[src/rtl/alu_share_ctrl.sv]
// Shares one combinational ALU between execute (req 0) and debug (req 1).
// Ports: two valid/ready request ports, ALU drive/return, output slot, PSW.
module alu_share_ctrl #(
  parameter int unsigned STARVE_LIMIT = 4
) (
  input  logic        clk,
  input  logic        rst,
  input  logic        req0_valid,
  output logic        req0_ready,
  input  logic [15:0] req0_a,
  input  logic [15:0] req0_b,
  input  logic [40:0] req0_op,
  input  logic        req1_valid,
  output logic        req1_ready,
  input  logic [15:0] req1_a,
  input  logic [15:0] req1_b,
  input  logic [40:0] req1_op,
  input  logic        flush,
  output logic [15:0] alu_a,
  output logic [15:0] alu_b,
  output logic [40:0] alu_enable,
  output logic        alu_carry_in,
  input  logic [15:0] alu_result,
  input  logic        alu_enable_psw_msk,
  output logic        out_valid,
  input  logic        out_ready,
  output logic [15:0] out_result,
  output logic        out_src,
  input  logic        psw_load,
  input  logic [3:0]  psw_wdata,
  output logic        psw_c,
  output logic        psw_z,
  output logic        psw_n,
  output logic        psw_v
);

  localparam logic [3:0] LIM = 4'(STARVE_LIMIT);

  logic [3:0]  wait_cnt;
  logic        slot_free;
  logic        elig0;
  logic        starved;
  logic        grant0;
  logic        grant1;
  logic        accept;
  logic [40:0] sel_op;
  logic        is_add;
  logic        is_sub;
  logic        ci;
  logic [15:0] opb;
  logic [16:0] sum;
  logic        ovf;

  always_comb begin
    slot_free  = !out_valid | out_ready;
    elig0      = req0_valid & !flush;
    starved    = (wait_cnt == LIM);
    grant1     = req1_valid & (starved | !elig0);
    grant0     = elig0 & !grant1;
    req0_ready = slot_free & grant0;
    req1_ready = slot_free & grant1;
    accept     = req0_ready | req1_ready;
  end

  always_comb begin
    alu_a  = '0;
    alu_b  = '0;
    sel_op = '0;
    unique case (1'b1)
      grant1: begin
        alu_a  = req1_a;
        alu_b  = req1_b;
        sel_op = req1_op;
      end
      grant0: begin
        alu_a  = req0_a;
        alu_b  = req0_b;
        sel_op = req0_op;
      end
      default: ;
    endcase
    alu_enable   = accept ? sel_op : '0;
    alu_carry_in = psw_c;
  end

  // Flag arithmetic is recomputed here so C/V never depend on ALU internals.
  always_comb begin
    is_add = sel_op[9] | sel_op[10];
    is_sub = sel_op[11] | sel_op[12] | sel_op[14];
    opb    = is_sub ? ~alu_b : alu_b;
    ci     = 1'b0;
    unique case (1'b1)
      sel_op[10] | sel_op[12]: ci = psw_c;
      sel_op[11] | sel_op[14]: ci = 1'b1;
      default:                 ci = 1'b0;
    endcase
    sum = {1'b0, alu_a} + {1'b0, opb} + {16'b0, ci};
    ovf = (alu_a[15] == opb[15]) & (sum[15] != alu_a[15]);
  end

  always_ff @(posedge clk or posedge rst) begin
    if (rst) begin
      wait_cnt <= '0;
    end else if (!req1_valid | req1_ready) begin
      wait_cnt <= '0;
    end else if (!starved) begin
      wait_cnt <= wait_cnt + 4'd1;
    end
  end

  always_ff @(posedge clk or posedge rst) begin
    if (rst) begin
      out_valid  <= 1'b0;
      out_result <= '0;
      out_src    <= 1'b0;
    end else if (accept) begin
      out_valid  <= 1'b1;
      out_result <= alu_result;
      out_src    <= grant1;
    end else if (out_valid & out_ready) begin
      out_valid  <= 1'b0;
    end else if (flush & out_valid & !out_src) begin
      out_valid  <= 1'b0;
    end
  end

  always_ff @(posedge clk or posedge rst) begin
    if (rst) begin
      psw_c <= 1'b0;
      psw_z <= 1'b0;
      psw_n <= 1'b0;
      psw_v <= 1'b0;
    end else if (psw_load) begin
      {psw_v, psw_n, psw_z, psw_c} <= psw_wdata;
    end else if (accept & alu_enable_psw_msk) begin
      psw_z <= (alu_result == 16'h0000);
      psw_n <= alu_result[15];
      if (is_add | is_sub) begin
        psw_c <= sum[16];
        psw_v <= ovf;
      end
    end
  end

endmodule
[config.mk]
export PLATFORM = sky130hd
export DESIGN_NAME = alu_share_ctrl
export DESIGN_NICKNAME = d
export VERILOG_FILES = /design/src/rtl/alu_share_ctrl.sv
export SDC_FILE = /design/constraint.sdc
export NUM_CORES = 1
export LEC_CHECK = 0
export ABC_CLOCK_PERIOD_IN_PS = 7350
export CAP_MARGIN = 20
export CORE_AREA = 2 2 107 109
export CTS_CLUSTER_SIZE = 12
export DETAILED_ROUTE_END_ITERATION = 10
export DIE_AREA = 0 0 109 111
export GPL_ROUTABILITY_DRIVEN = 0
export GPL_TIMING_DRIVEN = 0
export PLACE_DENSITY = 0.71
export SLEW_MARGIN = 0
export SYNTH_ARGS = -nofsm -noshare
export SYNTH_HDL_FRONTEND = slang
export SYNTH_SLANG_ARGS = --single-unit
export TNS_END_PERCENT = 100
[constraint.sdc]
create_clock -name clk -period 7.35 [get_ports clk]
set_clock_uncertainty 0.05 [all_clocks]
set_input_delay 1.1025 -clock clk [delete_from_list [all_inputs] [get_ports clk]]
set_output_delay 1.1025 -clock clk [all_outputs]
set_load 0.1 [all_outputs]
==> summary.txt <==
Placed design
  • PortBufs: 269
  • Dpl ws: 1.88 ns
  • HPWL Detailed: 11.4 mm

Finish
  • Antenna diodes: 0
  • Area of the multi-input gates: 1980 sq um
  • # fillers: 1044
  • Share of cells above drive strength 1: 0.0815
  • Fin nets: 794
  • Syn-to-layout area delta: 107%
  • Register Area: 651 sq um

Yosys
  • Cells after synthesis: 327
  • Top_reg_cell synth: dfrtp_1
  • Syn Nets: 519
  • Ys async rst share: 1.00
  • #FFs+latches synth: 26
  • Leading area contributor after synthesis: dfrtp_1
  • Avg Synthesized Cell Area: 8.51 sq um
  • Yosys cell types: 50
  • Yosys warnings: 0
  • Sequential share of the synthesized area: 0.234
  • Count leader, synth: nor2_1
  • Synth area leaders: dfrtp_1 (23%), a22oi_1 (11%), a22o_1 (9.8%)
  • EDFF count, synth: 0
  • Synth top area share: 0.234
  • Top post-synthesis cells by count: nor2_1 (53), a22oi_1 (41), a22o_1 (31)
  • Syn Std Cell Area: 2780 sq um

Routing
  • DRC viols: 0
  • Drt pass-1 iters: 5
  • Initial DRC Count: 205
  • Final wirelength: 13.4 mm
  • Vias/cell: 5.01
  • Remaining antenna violation count: 0
  • Routed WL per cell: 18.0 um
  • Via Count: 3725

Clock tree
  • Clock root buffer: clkbuf_16
  • Setup Buffers After CTS: 0
  • Clk pin slew, worst setup/hold paths: 0.06 ns
  • CTS sink count: 26
  • H-Tree Depth: 1
  • CTS resizes: 0
  • Later-pin clock latency in the skew report: 0.25 ns
  • Hold_buf cts: 0
  • Max clock buf depth: 2
  • CTS tree: built
  • CTS Buf Count: 3

GRT
  • Largest net degree at the start of global routing: 27
  • Total GRT Usage: 0.215
  • Vias in the first global route: 3926
  • First-pass GRT wire length: 20.5 mm
  • GR Overflow Total: 0
  • Initial antenna violation count: 0

Timing
  • # setup viols final: 0
  • Period utilisation layout: 0.741
  • Setup WS post-layout: 1.90 ns
  • RSZ-0062 raised after global routing: no
  • Minimum clock period: 5.45 ns
  • Tightest Pin Transition: 1.03 ns
  • Final Max Tran Viols: 0
  • F_max: 184 MHz
  • Final hold viol count: 0
  • Headroom to the max-slew limit: 0.309
  • Setup TNS Final: 0 ns

Critical path
  • Worst Path Buf+Inv: 4
  • CP max FO: 10
  • Startpoint types: input pin
  • CP cell instances: clkdlybuf4s50_1, nand2b_1, a21oi_4, buf_2, buf_2, a22oi_1, nor2_1, clkdlybuf4s50_1
  • CP top delay family: buffers and inverters
  • Crit-path slowest cell: clkdlybuf4s50_1
  • CP Depth: 8
  • Worst Setup Path Type: in -> out
  • Worst-case reg-to-reg path depth: 16
  • R2R Path Start: wait_cnt[0]$_DFFE_PP0P_
  • RR Endpoint: psw_v$_DFFE_PP0P_
  • R2R Setup Slk: 3.47 ns
  • Worst path arrival time: 4.30 ns
  • Worst path required time: 6.20 ns
  • Setup crit end kind: primary output
  • Largest stage delay, worst path: 1.16 ns

Floorplanning
  • Core Area: 11100 sq um
  • Die Wd: 109 um
  • Initial core utilization: 0.251
  • IO Count: 272
  • Num rows: 39
  • Die area: 12100 sq um
  • Die height: 111 um

Status
  • Status: complete, no violations

Flow run
  • Max-cap viol count: 0

Min path
  • Hold endpoint: out_result[3]$_DFFE_PP0P_
  • Hold/Removal Path Class: reg -> reg
  • Hold_sp: out_result[3]$_DFFE_PP0P_
  • WHS Path Cells: 1

Power
  • Pleak: 2.36 nW
  • Pwr Density: 195 nW/um^2
  • Max VDD drop: 0.000151 V
-- registers in the layout, summed over array words and instances, names as in the netlist --
register,flops
psw_v,1
psw_z,1
out_valid,1
psw_n,1
out_result,16
wait_cnt,4
alu_carry_in,1
out_src,1
-- cells by family (layout without fill, tap and decap cells) --
| group | Yosys count | count (layout) | share of synthesized area |
|---|---|---|---|
| flip-flops | 26 | 26 | 0.234 |
| XOR/XNOR | 17 | 17 | 0.0535 |
| multiplexers | 20 | 20 | 0.0795 |
| AO/OA/AOI/OAI | 122 | 122 | 0.339 |
| buffers and inverters | 31 | 305 | 0.0562 |
| adder cells (fa/ha/maj) | 18 | 18 | 0.0809 |
| AND/OR/NAND/NOR | 93 | 93 | 0.157 |
-- layout by cell type (no fill, tap or decap), types with 4 or more instances in the layout --
master           netlist  routed
a21o_1                 4       4
clkbuf_1               6       6
o21a_1                 4       4
a22o_1                31      31
nand2b_1               6       6
a21oi_1                8       8
xor2_1                16      16
nor4_1                 4       4
clkdlybuf4s50_1        0     269
a22oi_1               41      41
nand2_1                8       8
inv_1                  5       5
ha_1                  18      18
mux2_2                17      17
nor2_1                53      53
o21ai_0               12      12
buf_2                 17      17
dfrtp_1               26      26
-- where the power goes --
part | leakage [nW] | internal, mW | total, mW | switching, mW
sequential | 0.313 | 0.164 | 0.176 | 0.0122
clock | 0.0442 | 0.0832 | 0.131 | 0.0482
combinational | 2.00 | 0.257 | 0.821 | 0.564
-- worst max-delay path by stage --
stage	start	endpoint
after floorplan	flush	psw_v$_DFFE_PP0P_
after global placement	flush	alu_enable[6]
after detailed placement	flush	alu_enable[6]
after CTS	flush	alu_enable[6]
after global routing	flush	alu_enable[14]
final	flush	alu_enable[6]
-- area by class of cell --
class,count,share of cell area
inverter,5,0.00325
tap,143,0.0310
clock buffer,4,0.0154
sequential,26,0.113
multi-input combinational,270,0.343
timing repair buffer,270,0.471
buffer,26,0.0238
-- layer usage --
layer,vias up,part of all wire,GRT usage
met1,1765,0.41,0.269
met5,-,0,0
met2,151,0.50,0.382
met4,0,0.0095,0.0333
met3,8,0.074,0.0423
li1,1801,-,-
-- metrics by stage --
step	instance area (sq um)	hold WS (ns)	power, mW	cells	util
2_1_floorplan	2780	0.475	0.748	327	-
3_5_place_dp	5660	0.442	0.998	739	0.511
5_1_grt	5770	0.473	1.18	744	0.521
3_3_place_gp	5660	0.437	0.990	739	0.511
6_report	5770	0.454	1.13	744	0.521
4_1_cts	5740	0.457	1.13	743	0.519
-- worst register-to-register path, cell delays in order, from the launching register on --
cell and delay [ns]:
dfrtp_1 0.39, inv_1 0.10, ha_1 0.22, and3b_1 0.19
buf_6 0.14, o21a_1 0.11, buf_2 0.28, buf_2 0.28
buf_2 0.30, a22o_1 0.20, ha_1 0.27, a21o_1 0.20
a31o_2 0.21, a221o_1 0.37, nor4_1 0.23, a311oi_1 0.07
a31oi_1 0.19
No activity file was read; power rests on OpenSTA's default activity.
